`config.mk`:
```
export PLATFORM = sky130hd
export DESIGN_NAME = bitty_fetch_unit
export DESIGN_NICKNAME = d
export VERILOG_FILES = /design/src/rtl/bitty_fetch_unit.sv
export SDC_FILE = /design/constraint.sdc
export NUM_CORES = 1
export LEC_CHECK = 0
export ABC_AREA = 1
export BUFFER_PORTS_ARGS = -buffer_cell sky130_fd_sc_hd__buf_2
export CAP_MARGIN = 20
export CORE_MARGIN = 3
export CORE_UTILIZATION = 55
export CTS_CLUSTER_DIAMETER = 30
export DETAILED_ROUTE_END_ITERATION = 7
export PLACE_DENSITY = 0.83
export SLEW_MARGIN = 20
export SYNTH_ARGS = -nofsm -noshare
export SYNTH_HDL_FRONTEND = slang
export SYNTH_SLANG_ARGS = --single-unit
```
`constraint.sdc`:
```
create_clock -name clk -period 4.6 [get_ports clk]
set_input_delay 0.69 -clock clk [delete_from_list [all_inputs] [get_ports clk]]
set_output_delay 0.69 -clock clk [all_outputs]
set_load 0.02 [all_outputs]
```
`src/rtl/bitty_fetch_unit.sv`:
```
// bitty_fetch_unit
// ----------------
// Instruction sequencer that drives the bitty core from the initiator side.
// It fetches one 16-bit word from a synchronous instruction memory and
// presents it on `instruction` with a one-cycle `run` pulse. It then waits
// for the core's `done` before advancing the program counter. It reports
// progress (instr_count), normal completion (finished) and a done-timeout
// (error).
//
// Ports:
//   clk          in   system clock, rising edge
//   reset        in   synchronous, active-high reset
//   start        in   begin program at address 0 (accepted in IDLE only)
//   last_addr    in   address of final instruction, latched at start
//   mem_addr     out  instruction memory address (follows pc)
//   mem_rd       out  memory read strobe; mem_data valid next cycle
//   mem_data     in   memory read data
//   instruction  out  registered instruction word to the core
//   run          out  one-cycle pulse to the core
//   done         in   core completion pulse (only honoured in EXEC)
//   busy         out  high in any state other than IDLE
//   finished     out  sticky: program completed normally
//   error        out  sticky: core failed to answer within TIMEOUT cycles
//   pc           out  current program counter
//   instr_count  out  instructions completed since last start (saturating)
//
// Parameters:
//   ADDR_W   width of program counter and memory address
//   TIMEOUT  max cycles spent in EXEC waiting for done (>= 2)

module bitty_fetch_unit #(
    parameter int unsigned ADDR_W  = 8,
    parameter int unsigned TIMEOUT = 64
) (
    input  logic              clk,
    input  logic              reset,
    input  logic              start,
    input  logic [ADDR_W-1:0] last_addr,
    output logic [ADDR_W-1:0] mem_addr,
    output logic              mem_rd,
    input  logic [15:0]       mem_data,
    output logic [15:0]       instruction,
    output logic              run,
    input  logic              done,
    output logic              busy,
    output logic              finished,
    output logic              error,
    output logic [ADDR_W-1:0] pc,
    output logic [15:0]       instr_count
);

    // The timer holds 0 in the first EXEC cycle. It only has to reach
    // TIMEOUT-2: when done is still low in that cycle, the TIMEOUT-th EXEC
    // cycle would follow, so the unit gives up at that edge instead.
    localparam int unsigned TW = (TIMEOUT < 4) ? 1 : $clog2(TIMEOUT);
    localparam logic [TW-1:0] TMO_LAST = TW'(TIMEOUT - 2);

    typedef enum logic [2:0] {
        IDLE,
        FETCH,
        LOAD,
        ISSUE,
        EXEC
    } state_t;

    state_t            state_q, state_d;
    logic [ADDR_W-1:0] pc_q, pc_d;
    logic [ADDR_W-1:0] last_q, last_d;
    logic [15:0]       instr_q, instr_d;
    logic [15:0]       count_q, count_d;
    logic [TW-1:0]     timer_q, timer_d;
    logic              fin_q, fin_d;
    logic              err_q, err_d;

    logic              is_last;
    logic              timed_out;

    assign is_last   = (pc_q == last_q);
    assign timed_out = (timer_q == TMO_LAST);

    // ------------------------------------------------------------------
    // State register
    // ------------------------------------------------------------------
    always_ff @(posedge clk) begin
        if (reset) begin
            state_q <= IDLE;
        end else begin
            state_q <= state_d;
        end
    end

    // ------------------------------------------------------------------
    // Next-state logic
    // ------------------------------------------------------------------
    always_comb begin
        state_d = state_q;
        case (state_q)
            IDLE: begin
                if (start) begin
                    state_d = FETCH;
                end
            end
            FETCH: state_d = LOAD;
            LOAD:  state_d = ISSUE;
            ISSUE: state_d = EXEC;
            EXEC: begin
                if (done) begin
                    state_d = is_last ? IDLE : FETCH;
                end else if (timed_out) begin
                    state_d = IDLE;
                end
            end
            default: state_d = IDLE;
        endcase
    end

    // ------------------------------------------------------------------
    // Datapath registers
    // ------------------------------------------------------------------
    always_ff @(posedge clk) begin
        if (reset) begin
            pc_q    <= '0;
            last_q  <= '0;
            instr_q <= '0;
            count_q <= '0;
            timer_q <= '0;
            fin_q   <= 1'b0;
            err_q   <= 1'b0;
        end else begin
            pc_q    <= pc_d;
            last_q  <= last_d;
            instr_q <= instr_d;
            count_q <= count_d;
            timer_q <= timer_d;
            fin_q   <= fin_d;
            err_q   <= err_d;
        end
    end

    // ------------------------------------------------------------------
    // Datapath next-value logic
    // ------------------------------------------------------------------
    always_comb begin
        pc_d    = pc_q;
        last_d  = last_q;
        instr_d = instr_q;
        count_d = count_q;
        timer_d = timer_q;
        fin_d   = fin_q;
        err_d   = err_q;
        case (state_q)
            IDLE: begin
                if (start) begin
                    pc_d    = '0;
                    count_d = '0;
                    fin_d   = 1'b0;
                    err_d   = 1'b0;
                    last_d  = last_addr;
                end
            end
            LOAD: begin
                instr_d = mem_data;
            end
            ISSUE: begin
                timer_d = '0;
            end
            EXEC: begin
                timer_d = timer_q + TW'(1);
                if (done) begin
                    if (count_q != '1) begin
                        count_d = count_q + 16'd1;
                    end
                    // pc stops at the final address, so an all-ones last
                    // address never wraps back to zero.
                    if (is_last) begin
                        fin_d = 1'b1;
                    end else begin
                        pc_d = pc_q + ADDR_W'(1);
                    end
                end else if (timed_out) begin
                    err_d = 1'b1;
                end
            end
            default: ;
        endcase
    end

    // ------------------------------------------------------------------
    // Outputs
    // ------------------------------------------------------------------
    always_comb begin
        mem_rd = (state_q == FETCH);
        run    = (state_q == ISSUE);
        busy   = (state_q != IDLE);
    end

    assign mem_addr    = pc_q;
    assign pc          = pc_q;
    assign instruction = instr_q;
    assign instr_count = count_q;
    assign finished    = fin_q;
    assign error       = err_q;

endmodule

```
==> flow_summary.toml, run 1 <==
[routing]
drt_pre_antenna_iters = 4
route.detailed.drc = 0
wire_per_inst_um = 12.0
via_count = 2932
viasPerCell = 5.13
ant_nets = 0
drt-total-wl_um = 6860
drt_iter0_drc = 155

[worst_setup_path]
critPathKind = "reg2reg"
path_max_fanout = 18
cp-end-kind = "flop"
cp.required_ns = 4.83
setup.worst_path.start_class = "flop"
critPathLaunch = "state_q[2]"
critPathTopFamily = "simple AND/OR/NAND/NOR gates"
max_stage_delay_ns = 0.68
arrival_ns = 2.32
cp_common_cell = "nor2_1"
worstReg2RegStart = "state_q[2]"
path_buf_inv = 2
slowest_stage = "nor2_1"
crit_path_cell_trace = "nor2_1, inv_1, nor2_1, inv_1, nor2_1, nor2_1"

[power_and_ir_drop]
switchingPower_uw = 585
pwr-share-seq_pct = 40.0
clockPowerShare_pct = 30.0
p_int_uw = 969
power_density_nw_per_um2 = 446
peakVddDrop_mv = 0.291
p_leak_uw = 0.00159
swShare_pct = 37.7
power.total_uw = 1550
combPwrFrac_pct = 30.0

[sta]
worstMarginPinSlew_ns = 0.888
max_freq_mhz = 478
fin_setup_tns_ns = 0
fin_worst_skew_ns = 0.00503
rsz0062_at_grt = "false"
fin_crit_sh_pct = 45.5
finalHoldViolCount = 0
final.min_clock_period_ns = 2.09
slew_headroom_pct = 40.6
report.final.slew_viol_count = 0
timing.final.setup_violations = 0

[synth]
synth_ff_type = "dfxtp_1"
ys_seq_area_share_pct = 40.4
synth_area_leader_cell = "dfxtp_1"
ys_warn_count = 0
netlist.area_leader.share_pct = 40.4
synth.distinct_cells = 33
syn_avg_cell_area_sq_um = 6.84
synth_edf_count = 0
syn-num-nets = 459
synthesis.area_sq_um = 2920
yosys-top-cells-area = "dfxtp_1 40%, nand2_1 11%, nor2_1 10%, inv_1 5.1%, o21ai_0 4.6%"
syn_inst = 427
async_flop_share_pct = 0
synth_seq_cells = 59

[floorplanning]
placementRows = 25
io_pins = 81
die_y_um = 78.9
die_w_um = 78.9
die_area_sq_um = 6220
start_util_pct = 59.5
core_sq_um = 4910

[finish]
stdcell_area_sq_um = 3480
multi_input_comb_area_sq_um = 1450
final_common_cell = "nand2_1"
antenna_cells = 0
nFillCells = 424
regArea_sq_um = 1180
layout-drive-gt1-share_pct = 22.4
nNetsFinal = 531
layout.cells.most_common_list = "89 x nand2_1, 81 x nor2_1, 80 x buf_2"
area_delta_synth_final_pct = 19.1

[grt]
grt_pass1_vias = 2674
grt_overflow = 0
antenna_found_initial = 0
grt.total_usage_pct = 23.2
grt_pass1_wl_um = 11600
grt_start_max_net_pins = 27

[placement]
port_buffers = 80
dpl_cell_area_sq_um = 3290
gp_congestion = 0.842
dp_hpwl_um = 4840

[clock_network]
clock_sinks = 59
cts.clk_slew.worst_paths_ns = 0.06
cts-hold-fix-buffers = 0
clk_path_buf_depth = 2
htree_levels = 3
cts_buffers = 9
insertion_delay_ns = 0.34
postCtsSetupBuffers = 0
cts_tree = "built"
cts_resized = 0
cts-root-buf = "clkbuf_8"

[flow_run]
max_cap_violations = 0

[min_path]
hp-class = "reg2reg"
hp-start = "timer_q[4]"

[run_status]
status = "completed"
-- stage by stage --
stage	utilization, %	setup slack (ns)	hold WS, ns	cells
floorplan	-	2.91	0.439	427
global placement	66.9	2.46	0.452	555
detailed placement	66.9	2.44	0.459	555
CTS	70.9	2.48	0.471	571
global route	70.9	2.22	0.492	571
finish	70.9	2.51	0.467	571
-- cells by family (layout without fill, tap and decap cells) --
logic type	after synthesis	after routing	synth area share, %
simple gates	227	227	33.6
compound gates	64	64	11.6
buf+inv	64	141	9.94
flops	59	59	40.4
xor+xnor	9	9	2.70
fa+ha+maj	4	4	1.71
-- Yosys cell counts, types with 6 or more instances --
cell / n
nor3_1: 9
xnor2_1: 6
o21ai_0: 27
inv_1: 40
nand2_1: 89
buf_4: 8
dfxtp_1: 59
nor2_1: 81
clkbuf_1: 7
nand3_1: 26
a21oi_1: 26
nand4_1: 9
-- worst min-delay path, stage by stage, from the launching register on --
cell	delay [ns]
dfxtp_1	0.31
nand2_1	0.06
a21oi_1	0.05
-- registers in the layout, summed over array words and instances (netlist names) --
signal and flops:
instruction 16, error 1, timer_q 6, state_q 3, last_q 8, finished 1
instr_count 16, mem_addr 8
-- metal layers --
metal / GRT usage [%] / routed length (um) / share of wire (%) / vias to the layer above
li1: - / - / - / 1508
met1: 28.3 / 3030 / 44 / 1334
met2: 39.3 / 3310 / 48 / 81
met3: 5.78 / 430 / 6.3 / 9
met4: 9.28 / 102 / 1.5 / 0
met5: 0 / 0 / 0 / -
-- path summary, 6_finish.rpt --
path,end,slack [ns],cells past startpoint
setup / recovery,instruction[11],2.51,6
hold / removal,timer_q[4],0.47,2
setup reg to reg,instruction[11],2.51,6
hold reg to reg,timer_q[4],0.47,2
-- power by group through the flow --
| stage | combinational [uW] | clock [uW] | sequential, uW |
|---|---|---|---|
| after CTS | 468 | 472 | 620 |
| after floorplan | 309 | 0 | 671 |
| after global routing | 520 | 496 | 628 |
| after detailed placement | 460 | 0 | 630 |
| after global placement | 454 | 0 | 628 |
| final | 466 | 466 | 621 |
-- cell type report --
class | instances | area share, %
multi-input combinational | 304 | 41.7
sequential | 59 | 33.9
timing repair buffer | 80 | 11.5
inverter | 45 | 4.92
clock buffer | 11 | 4.06
tap | 67 | 2.41
clock inverter | 5 | 1.51
Note: power is estimated with default switching activity, not from simulation.
==> run 2: changes to the inputs <==
CORE_UTILIZATION = 47   (was 55)
PLACE_DENSITY = 0.76   (was 0.83)
clock period = 1.9 ns   (was 4.6 ns; I/O delays follow)
==> flow_summary.toml, run 2 (same netlist as run 1, synthesis figures left out) <==
[run_status]
status = "completed"

[routing]
ant_nets = 0
drt-total-wl_um = 7380
route.detailed.drc = 0
drt_pre_antenna_iters = 4
via_count = 3008
drt_iter0_drc = 233
wire_per_inst_um = 12.4
viasPerCell = 5.05

[sta]
holdWs_ns = 0.160
worstMarginPinSlew_ns = 0.477
finalHoldViolCount = 0
fin_setup_tns_ns = 0
final.min_clock_period_ns = 1.72
fin_worst_skew_ns = 0.00816
max_freq_mhz = 581
slew_headroom_pct = 68.2
timing.final.setup_violations = 0
fin_crit_sh_pct = 90.5
report.final.slew_viol_count = 0

[power_and_ir_drop]
power_density_nw_per_um2 = 1080
peakVddDrop_mv = 0.633
p_leak_uw = 0.00168

[clock_network]
cts_tree = "built"
cts-root-buf = "clkbuf_8"
clk_path_buf_depth = 2
htree_levels = 3
cts_buffers = 9
clock_sinks = 59
cts-hold-fix-buffers = 0
cts.clk_slew.worst_paths_ns = 0.08
insertion_delay_ns = 0.34

[finish]
nFillCells = 559
area_delta_synth_final_pct = 24.5
antenna_cells = 0
final_common_cell = "nand2_1"
nNetsFinal = 548
layout-drive-gt1-share_pct = 25.1
layout.cells.most_common_list = "89 x nand2_1, 81 x nor2_1, 80 x buf_2"

[worst_setup_path]
cp-end-kind = "flop"
crit_path_cell_trace = "ha_1, nand2_1, inv_1, nand2_1, nor3_2, nand2_1, nand2_4, buf_4, nor2_1, a21oi_1, nor2_1"
slowest_stage = "dfxtp_1"
path_max_fanout = 8
cp-endpoint = "instr_count[13]"
reg2reg_depth = 11
path_buf_inv = 2
r2r_slack_ns = 0.18
crit_cells = 11
cp_common_cell = "nand2_1"
max_stage_delay_ns = 0.39
critPathKind = "reg2reg"
setup.worst_path.start_class = "flop"
critPathLaunch = "instr_count[1]"
reg2reg_to = "instr_count[13]"
critPathTopFamily = "simple AND/OR/NAND/NOR gates"
cp.required_ns = 2.12
arrival_ns = 1.94
worstReg2RegStart = "instr_count[1]"

[flow_run]
max_cap_violations = 0

[grt]
antenna_found_initial = 0
grt_start_max_net_pins = 26
grt.total_usage_pct = 20.9
grt_pass1_vias = 2657
grt_pass1_wl_um = 12200
grt_overflow = 0

[floorplanning]
die_w_um = 84.8
io_pins = 81
start_util_pct = 49.1
die_y_um = 84.8
die_area_sq_um = 7200
core_sq_um = 5960
placementRows = 28

[placement]
dp_hpwl_um = 5280
gp_congestion = 0.873
port_buffers = 80

[min_path]
hp-class = "in2reg"
==> run 2: cell type report <==
type	instances	area [sq um]	area share, %
multi-input cells	304	1450	39.9
flip-flops and latches	59	1180	32.5
repair buffers	97	541	14.9
inverters	45	171	4.71
clock buffers	9	124	3.41
well taps	75	93.8	2.58
clock inverters	7	76.3	2.10
==> run 2: tightest hold or removal path: cells and delay by family <==
kind | cells | cell delay [ns]
buffers and inverters | 1 | 0.07
and+or+nand+nor | 2 | 0.12
==> run 2: timing repair <==
item	CTS	global route
buffers inserted	0	3
gates resized for setup	0	0
setup endpoints to repair	0	2
==> run 2: per-layer routing <==
layer	share of wire (%)	up-vias	track usage [%]	wire length (um)
met5	0	-	0	0
met2	46	105	33.7	3420
met4	1.5	0	7.77	112
met3	7.4	10	6.12	546
met1	45	1355	26.5	3300
li1	-	1538	-	-
==> run 2: worst min-delay path by stage <==
stage | startpoint | to | slack, ns | cells after the start
after global routing | mem_data[2] | instruction[2] | 0.17 | 3
after global placement | timer_q[4] | timer_q[4] | 0.45 | 2
final | mem_data[3] | instruction[3] | 0.16 | 3
after CTS | mem_data[3] | instruction[3] | 0.14 | 3
after detailed placement | timer_q[4] | timer_q[4] | 0.46 | 2
after floorplan | reset | timer_q[5] | 0.36 | 1
==> run 2: power by group <==
group	total (uW)	leakage, uW	switching, uW	internal, uW
Combinational	1250	0.00110	821	434
Sequential	1500	0.000479	114	1380
Clock	1170	0.0000962	559	614
Total	3920	0.00168	1490	2430
==> run 2: through the flow <==
step	total power [uW]	setup WS (ns)	util (%)	instances	cell area, sq um
after floorplan	2370	0.214	-	427	2920
after global routing	4150	-0.00664	61.1	596	3640
after global placement	2680	0.257	57.1	577	3400
after detailed placement	2690	0.197	57.1	577	3400
after CTS	3870	0.169	60.5	593	3600
final	3920	0.180	61.1	596	3640
